**src/rtl/perf_multi.sv**
```systemverilog
// Multi-channel performance monitor: total/busy/idle plus NUM_EVENTS event counters,
// with one-shot (start..done) or windowed snapshot modes and sticky per-counter overflow.

module perf_counter #(
    parameter int W        = 32,
    parameter int SATURATE = 1
) (
    input  logic         clk,
    input  logic         rst_n,
    input  logic         en,
    input  logic         clr_all,
    input  logic         clr_win,
    input  logic         inc,
    output logic [W-1:0] cnt_nxt,
    output logic         ovf
);
    logic [W-1:0] cnt;
    logic         at_max;

    assign at_max = &cnt;

    // Value including this cycle's increment; also what a snapshot captures.
    always_comb begin
        cnt_nxt = cnt;
        if (inc && !(at_max && SATURATE != 0))
            cnt_nxt = cnt + W'(1);
    end

    always_ff @(posedge clk) begin
        if (!rst_n) begin
            cnt <= '0;
            ovf <= 1'b0;
        end else if (clr_all) begin
            cnt <= '0;
            ovf <= 1'b0;
        end else if (en) begin
            cnt <= clr_win ? '0 : cnt_nxt;
            if (inc && at_max)
                ovf <= 1'b1;
        end
    end
endmodule

module perf_multi #(
    parameter int COUNTER_WIDTH = 32,
    parameter int NUM_EVENTS    = 4,
    parameter int SATURATE      = 1
) (
    input  logic                                    clk,
    input  logic                                    rst_n,
    input  logic                                    start_pulse,
    input  logic                                    done_pulse,
    input  logic                                    abort_pulse,
    input  logic                                    busy_signal,
    input  logic [NUM_EVENTS-1:0]                   event_inc,
    input  logic [COUNTER_WIDTH-1:0]                window_len,
    output logic [(NUM_EVENTS+3)*COUNTER_WIDTH-1:0] snapshot_data,
    output logic [NUM_EVENTS+2:0]                   overflow_flags,
    output logic                                    sample_valid,
    output logic                                    measuring
);
    localparam int W  = COUNTER_WIDTH;
    localparam int NC = NUM_EVENTS + 3;

    localparam logic [0:0] S_IDLE      = 1'b0;
    localparam logic [0:0] S_MEASURING = 1'b1;

    logic [0:0]            state;
    logic [W-1:0]          win_cnt, win_len_r;
    logic [NC-1:0]         inc_vec;
    logic [NC-1:0][W-1:0]  cnt_nxt, snap_r;
    logic                  meas, win_last;
    logic                  do_abort, do_done, do_exp, do_start;

    assign meas     = (state == S_MEASURING);
    assign win_last = (win_len_r != '0) && (win_cnt == win_len_r - W'(1));

    // abort > done > window expiry > start
    assign do_abort = meas && abort_pulse;
    assign do_done  = meas && !abort_pulse && done_pulse;
    assign do_exp   = meas && !abort_pulse && !done_pulse && win_last;
    assign do_start = start_pulse && (!meas || (!abort_pulse && !done_pulse && !win_last));

    assign inc_vec = {event_inc, ~busy_signal, busy_signal, 1'b1};

    genvar g;
    generate
        for (g = 0; g < NC; g++) begin : g_cnt
            perf_counter #(.W(W), .SATURATE(SATURATE)) u_cnt (
                .clk     (clk),
                .rst_n   (rst_n),
                .en      (meas),
                .clr_all (do_start),
                .clr_win (do_exp),
                .inc     (inc_vec[g]),
                .cnt_nxt (cnt_nxt[g]),
                .ovf     (overflow_flags[g])
            );
        end
    endgenerate

    always_ff @(posedge clk) begin
        if (!rst_n) begin
            state        <= S_IDLE;
            win_cnt      <= '0;
            win_len_r    <= '0;
            snap_r       <= '0;
            sample_valid <= 1'b0;
        end else begin
            sample_valid <= do_done || do_exp;
            if (do_done || do_exp)
                snap_r <= cnt_nxt;

            if (do_start || do_exp)
                win_cnt <= '0;
            else if (meas)
                win_cnt <= win_cnt + W'(1);

            if (do_start)
                win_len_r <= window_len;

            if (do_abort || do_done)
                state <= S_IDLE;
            else if (do_start)
                state <= S_MEASURING;
        end
    end

    assign snapshot_data = snap_r;
    assign measuring     = meas;
endmodule
```
**config.mk**
```make
export PLATFORM = sky130hd
export DESIGN_NAME = perf_multi
export DESIGN_NICKNAME = d
export VERILOG_FILES = /design/src/rtl/perf_multi.sv
export SDC_FILE = /design/constraint.sdc
export NUM_CORES = 1
export LEC_CHECK = 0
export BUFFER_PORTS_ARGS = -buffer_cell sky130_fd_sc_hd__buf_2
export CORE_UTILIZATION = 45
export DETAILED_ROUTE_END_ITERATION = 7
export PLACE_DENSITY = 0.71
export SLEW_MARGIN = 5
export SYNTH_ARGS = -nofsm -noshare
export SYNTH_HDL_FRONTEND = slang
export SYNTH_SLANG_ARGS = --single-unit
```
**constraint.sdc**
```tcl
create_clock -name clk -period 4.8 [get_ports clk]
set_clock_uncertainty 0.2 [all_clocks]
set_input_delay 0.48 -clock clk [delete_from_list [all_inputs] [get_ports clk]]
set_output_delay 0.48 -clock clk [all_outputs]
set_load 0.05 [all_outputs]
```
== Yosys cells after proc, flatten, opt, wreduce, memory -nomap -nowiden ==
Index checks and enable logic that the tools add are counted.

* Flip-flop bits (word level): 521
* Bits in latches: 0
* Memory bits (writable): 0
* Memory bits (read-only): 0
* Output and inout port bits: 233
* Logic and storage cells: 104
* Memories: 0

* Add/subtract/negate cells: 9
* $mul: 0
* Divide/modulo/power cells: 0
* $lt $le $gt $ge: 0
* Equality and inequality tests: 1
* Shift-type cells: 0
* Multiplexer cells: 14
* Bitwise operators: 2
* Reduce and logical (&&, ||, !) cells: 53

{| class="wikitable"
|+ Operator list
! kind !! count
|-
| 32-bit 2-to-1 mux || 14
|-
| 32-bit by 1-bit adder with 32-bit output, second input constant || 8
|-
| 32-bit AND reduction || 7
|-
| 33-bit AND reduction || 1
|-
| 32-bit == test || 1
|-
| 32-bit nonzero test || 1
|-
| 32-bit by 1-bit subtractor with 32-bit output, second input constant || 1
|-
| 1-bit logical AND || 21
|-
| 2-bit AND reduction || 6
|-
| 1-bit zero test || 10
|-
| 2-bit OR reduction || 3
|-
| 1-bit logical OR || 4
|-
| 1-bit NOT || 2
|}

== Logic depth before layout (Yosys ltp) ==
* Depth after elaboration: 9
* Mapped depth: 17
* Depth with buffers taken out: 11

== Hierarchy ==
From an unflattened synthesis, not the netlist that was laid out.

* Cell total of the unflattened synthesis: 4667
* Area, all modules: 36625.1 sq um

{| class="wikitable"
|+ By module, submodules not included
! module !! instances !! cells each !! area each (sq um) !! seq. area each (sq um)
|-
| perf_multi || 1 || 2385 || 18582.8 || 5805.6
|-
| perf_counter || 7 || 326 || 2577.5 || 660.6
|}

== Worst setup path after synthesis ==
No wires, ideal clock.

* Kind: register to register
* From: reg win_len_r[2]
* To: reg snap_r, in the netlist snapshot_data[24]
* Setup time: 122 ps
* Data arrival time: 3107 ps
* Required time: 4478 ps
* Path slack: 1371 ps
* Stages on the path, launching flop included: 16
* Buffers on the path: 6
* Period minus slack after synthesis: 3429 ps
* Cells stage by stage: dfxtp_1 buf_4 nor4_4 and4_1 buf_4 nand4_4 or3_1 a22oi_1 and4bb_1 buf_4 and2_1 buf_6 o21ai_2 buf_6 buf_6 o311a_1

* Longest elaborated chain between the ends: 5
* Elaborated cells on any way between the ends: 6
* Those cells by class: add/sub: 1; eq/ne: 1; reduce/logical: 4

{| class="wikitable"
|+ Ends and longest elaborated chain
! item !! line !! RTL
|-
| from (decl) || 69 || <nowiki>logic [W-1:0] win_cnt, win_len_r;</nowiki>
|-
| from (signal assigned) || 120 || <nowiki>win_len_r <= window_len;</nowiki>
|-
| 32-bit by 1-bit subtractor with 32-bit output || 76 || <nowiki>assign win_last = (win_len_r != '0) && (win_cnt == win_len_r - W'(1));</nowiki>
|-
| 32-bit == test || 76 ||
|-
| 1-bit logical AND (*) || 76 ||
|-
| 1-bit logical AND (*) || 81 || <nowiki>assign do_exp = meas && !abort_pulse && !done_pulse && win_last;</nowiki>
|-
| 1-bit logical OR (*) || 111 || <nowiki>if (do_done || do_exp)</nowiki>
|-
| to (signal assigned) || 112 || <nowiki>snap_r <= cnt_nxt;</nowiki>
|-
| to (decl) || 71 || <nowiki>logic [NC-1:0][W-1:0] cnt_nxt, snap_r;</nowiki>
|}

Every way passes the cells marked *; elsewhere a longest branch is shown, timed or not.
A chain may end at the register's enable or synchronous reset.

== Final worst setup path ==
* From: reg win_len_r[6]
* To: reg snap_r, in the netlist snapshot_data[1]

Same word-level chain as after synthesis.

==> impl_results.md <==
* FMAX at ~0.23 GHz
* H-tree Lvls at 2
* IO Port Bufs at 274
* Die Height at ~250 µm
* Setup TNS at 0 ns
* CP Buf/Inv Count at 1
* Setup-failing EPs final at 0
* Seq/Total Area, Yosys at 36.3%
* Relative slew slack at 27.5%
* Post-route ant nets at 0
* Core box area at 63100 µm²
* Postcts setup bufs at 0
* Synth Area in Simple Gates at 24.5%
* XOR/XNOR Fraction of Synth Area at approximately 6.3%
* DR iter-0 viols at 1969
* Largest family of logic cells by synthesized area: simple AND/OR/NAND/NOR gates
* Buffer depth of the longest clock path at 3
* Post-synth EDFFs at 0
* Largest net degree at the start of global routing at 145
* Yosys warning total at 0
* Pleak at 14.0 nW
* # DRC at 0
* DP Worst Slack at 0.598 ns
* Area contributors post-synth: dfxtp_1 (36%), nand2_1 (9.7%), mux2i_1 (7.8%), o21ai_0 (7.0%), xnor2_1 (3.3%)
* CTS-repair resized insts at 0
* Vias in the first global route at around 24000
* Reg-to-reg startpoint: win_len_r[6]
* GRT Total Usage at 25.7%
* First-pass GRT wire length at roughly 140000 µm
* Main flop type after synthesis: dfxtp_1
* Clk sinks at 521
* Mapped Area at roughly 29000 µm²
* Worst Hold Class: in -> reg
* R2R depth at 10
* CP cell instances: nor4_4 -> nand3_1 -> or3_1 -> o41ai_2 -> nand4_1 -> nor4_1 -> a21oi_4 -> buf_4 -> or3_1 -> o211a_1
* Setup ws final at 0.493 ns
* DR pass1 iterations at 6
* R2R setup slack at 0.49 ns
* Post-Place Cells at 4583
* Pwr Total at slightly above 0.01 W
* Syn_nets at 3737
* Setup repair after global routing missed its margin: false
* Vias per cell at 5.78
* Kind of critical path: reg -> reg
* Critical path arrival at 4.62 ns
* Wire length per cell at ~18 µm
* Area added between synthesis and finish at 14.7%
* Final nets at 3881
* Hold_sp: abort_pulse
* RePlAce Congestion at 0.881
* Worst-case hold slack at roughly 0.11 ns
* Reg2reg end: snapshot_data[1]
* Syn_area_per_cell at around 7.8 µm²
* Final Cycle Share at 89.7%
* Final min period at 4.31 ns
* Global route total overflow at 0
* Count leader, synth: nand2_1
* Max-slew violations at 0
* Cell mode on critical path: or3_1
* Nature of the critical path endpoint: flop
* Routed WL at roughly 87000 µm
* Cell taking the most area after synthesis: dfxtp_1
* Synthesis-stage register bit count at about 520
* Post-route insts no fill at 4725
* CTS tree: done
* Mux cell area share after synthesis at 7.85%
* Initial antenna violation count at 3
* Hold Buf Count CTS at 34
* IO Pins at 275
* PwrDens at 315 nW/µm²
* Vias at 27288
* Async S/R FF share, synth at 0%
* Layout cells sized above 1 at a little under an eighth
* Critical-path top delay cell: nor4_1
* CP startpoint kind: flop
* Post-Synthesis Cells at ~3700
* Dpl hpwl at 55500 µm
* Post-synth top area share at a little over a third
* Synth Area in Adders at less than 1%
* Clk slew on worst S/H paths at approximately 0.06 ns
* Worst-skew pair later-pin latency at 0.62 ns
* Status: finished clean
* Max-cap violations at 0
* Worst hold endpoint: measuring
* CTS Root Cell: clkbuf_16
* Most frequent cells after synthesis: nand2_1 (738), dfxtp_1 (521), o21ai_0 (403)
* Total CTS buffers at 57
* Required @ worst endpoint at 5.12 ns
* Cell family with most CP delay: simple AND/OR/NAND/NOR gates
* Library cells used by synthesis at 71
* Die span in x at approximately 250 µm
* Slew of the pin with the lowest slew margin at 1.08 ns
* Peak VDD IR at 0.262 mV
* Die area at 64800 µm²
* CP max stage delay at 0.65 ns
* WHS Path Cells at 4
* Initial Utilization at between 40% and 50%
* CP max FO at 20
* FP Rows at 92
* Synth Area in Compound Gates at 19.3%
* Hold Fails Final Rpt at 0
-- flip-flops by register name, summed over array words and instances, names as in the netlist --
name,flops
snapshot_data,224
g_cnt.u_cnt.ovf,7
measuring,1
win_cnt,32
sample_valid,1
win_len_r,32
g_cnt.u_cnt.cnt,224
-- worst register-to-register path: stages (launching register included) --
cell and delay [ns]:
dfxtp_1 0.39, nor4_4 0.46, nand3_1 0.42, or3_1 0.50, o41ai_2 0.37, nand4_1 0.13, nor4_1 0.65, a21oi_4 0.30
buf_4 0.30, or3_1 0.36, o211a_1 0.13
-- how the worst max path moves through the flow --
stage	startpoint	end	slack [ns]	cells past startpoint
after detailed placement	win_len_r[6]	snapshot_data[1]	0.60	10
after CTS	win_len_r[6]	snapshot_data[1]	0.56	10
after floorplan	win_len_r[2]	snapshot_data[24]	1.37	15
final	win_len_r[6]	snapshot_data[1]	0.49	10
after global placement	win_len_r[6]	snapshot_data[1]	0.64	10
after global routing	win_len_r[2]	snapshot_data[147]	0.30	11
-- through the flow --
stage | utilization [%] | cell area, µm²
after floorplan | - | 28700
after global placement | 48.2 | 30400
after detailed placement | 48.2 | 30400
after CTS | 52.2 | 32900
after global routing | 52.2 | 32900
final | 52.2 | 32900
-- area by class of cell --
cell class | instances | area, µm²
Antenna cell | 3 | 7.51
Multi-Input combinational cell | 2824 | 16900
Timing Repair Buffer | 354 | 2140
Clock inverter | 32 | 519
Clock buffer | 73 | 1630
Tap cell | 846 | 1060
Sequential cell | 521 | 10400
Fill cell | 6101 | 30200
Inverter | 72 | 270
-- report_power, final --
part	internal [W]	switching [W]
Clock	0.00309	0.00194
Sequential	0.00436	0.0000575
Combinational	0.000297	0.000612
-- cell families (layout without fill, tap and decap cells) --
| kind of cell | count (synthesis) | after routing |
|---|---|---|
| AND/OR/NAND/NOR | 1503 | 1503 |
| AO/OA/AOI/OAI | 882 | 882 |
| flip-flops | 521 | 521 |
| buffers and inverters | 341 | 531 |
| multiplexers | 225 | 225 |
| XOR/XNOR | 205 | 205 |
| adder cells (fa/ha/maj) | 9 | 9 |
| other | 0 | 3 |
-- routing by layer --
layer  vias up  routed length (µm)  GRT usage, %
met4         0                2180          8.31
met3       146                6390          4.04
met2       954               38200          39.6
met5         -                   0             0
met1     12905               40000          36.5
li1      13283                   -             -
-- cell usage in the layout, fill, tap and decap left out, drive strengths merged, types with 42 or more instances in the layout --
| master | synthesis | layout |
|---|---|---|
| nand3 | 100 | 100 |
| clkbuf | 190 | 73 |
| inv | 72 | 73 |
| xor2 | 96 | 96 |
| o21ai | 408 | 408 |
| a21oi | 104 | 104 |
| nand4 | 67 | 67 |
| dfxtp | 521 | 521 |
| nor2 | 221 | 221 |
| a31oi | 42 | 42 |
| xnor2 | 109 | 109 |
| buf | 79 | 320 |
| mux2i | 225 | 225 |
| and2 | 54 | 54 |
| nand2b | 45 | 45 |
| nor3 | 49 | 49 |
| a22o | 56 | 56 |
| and3 | 60 | 60 |
| a211oi | 84 | 84 |
| nand2 | 738 | 738 |
Power figures use the tool's default switching activity.
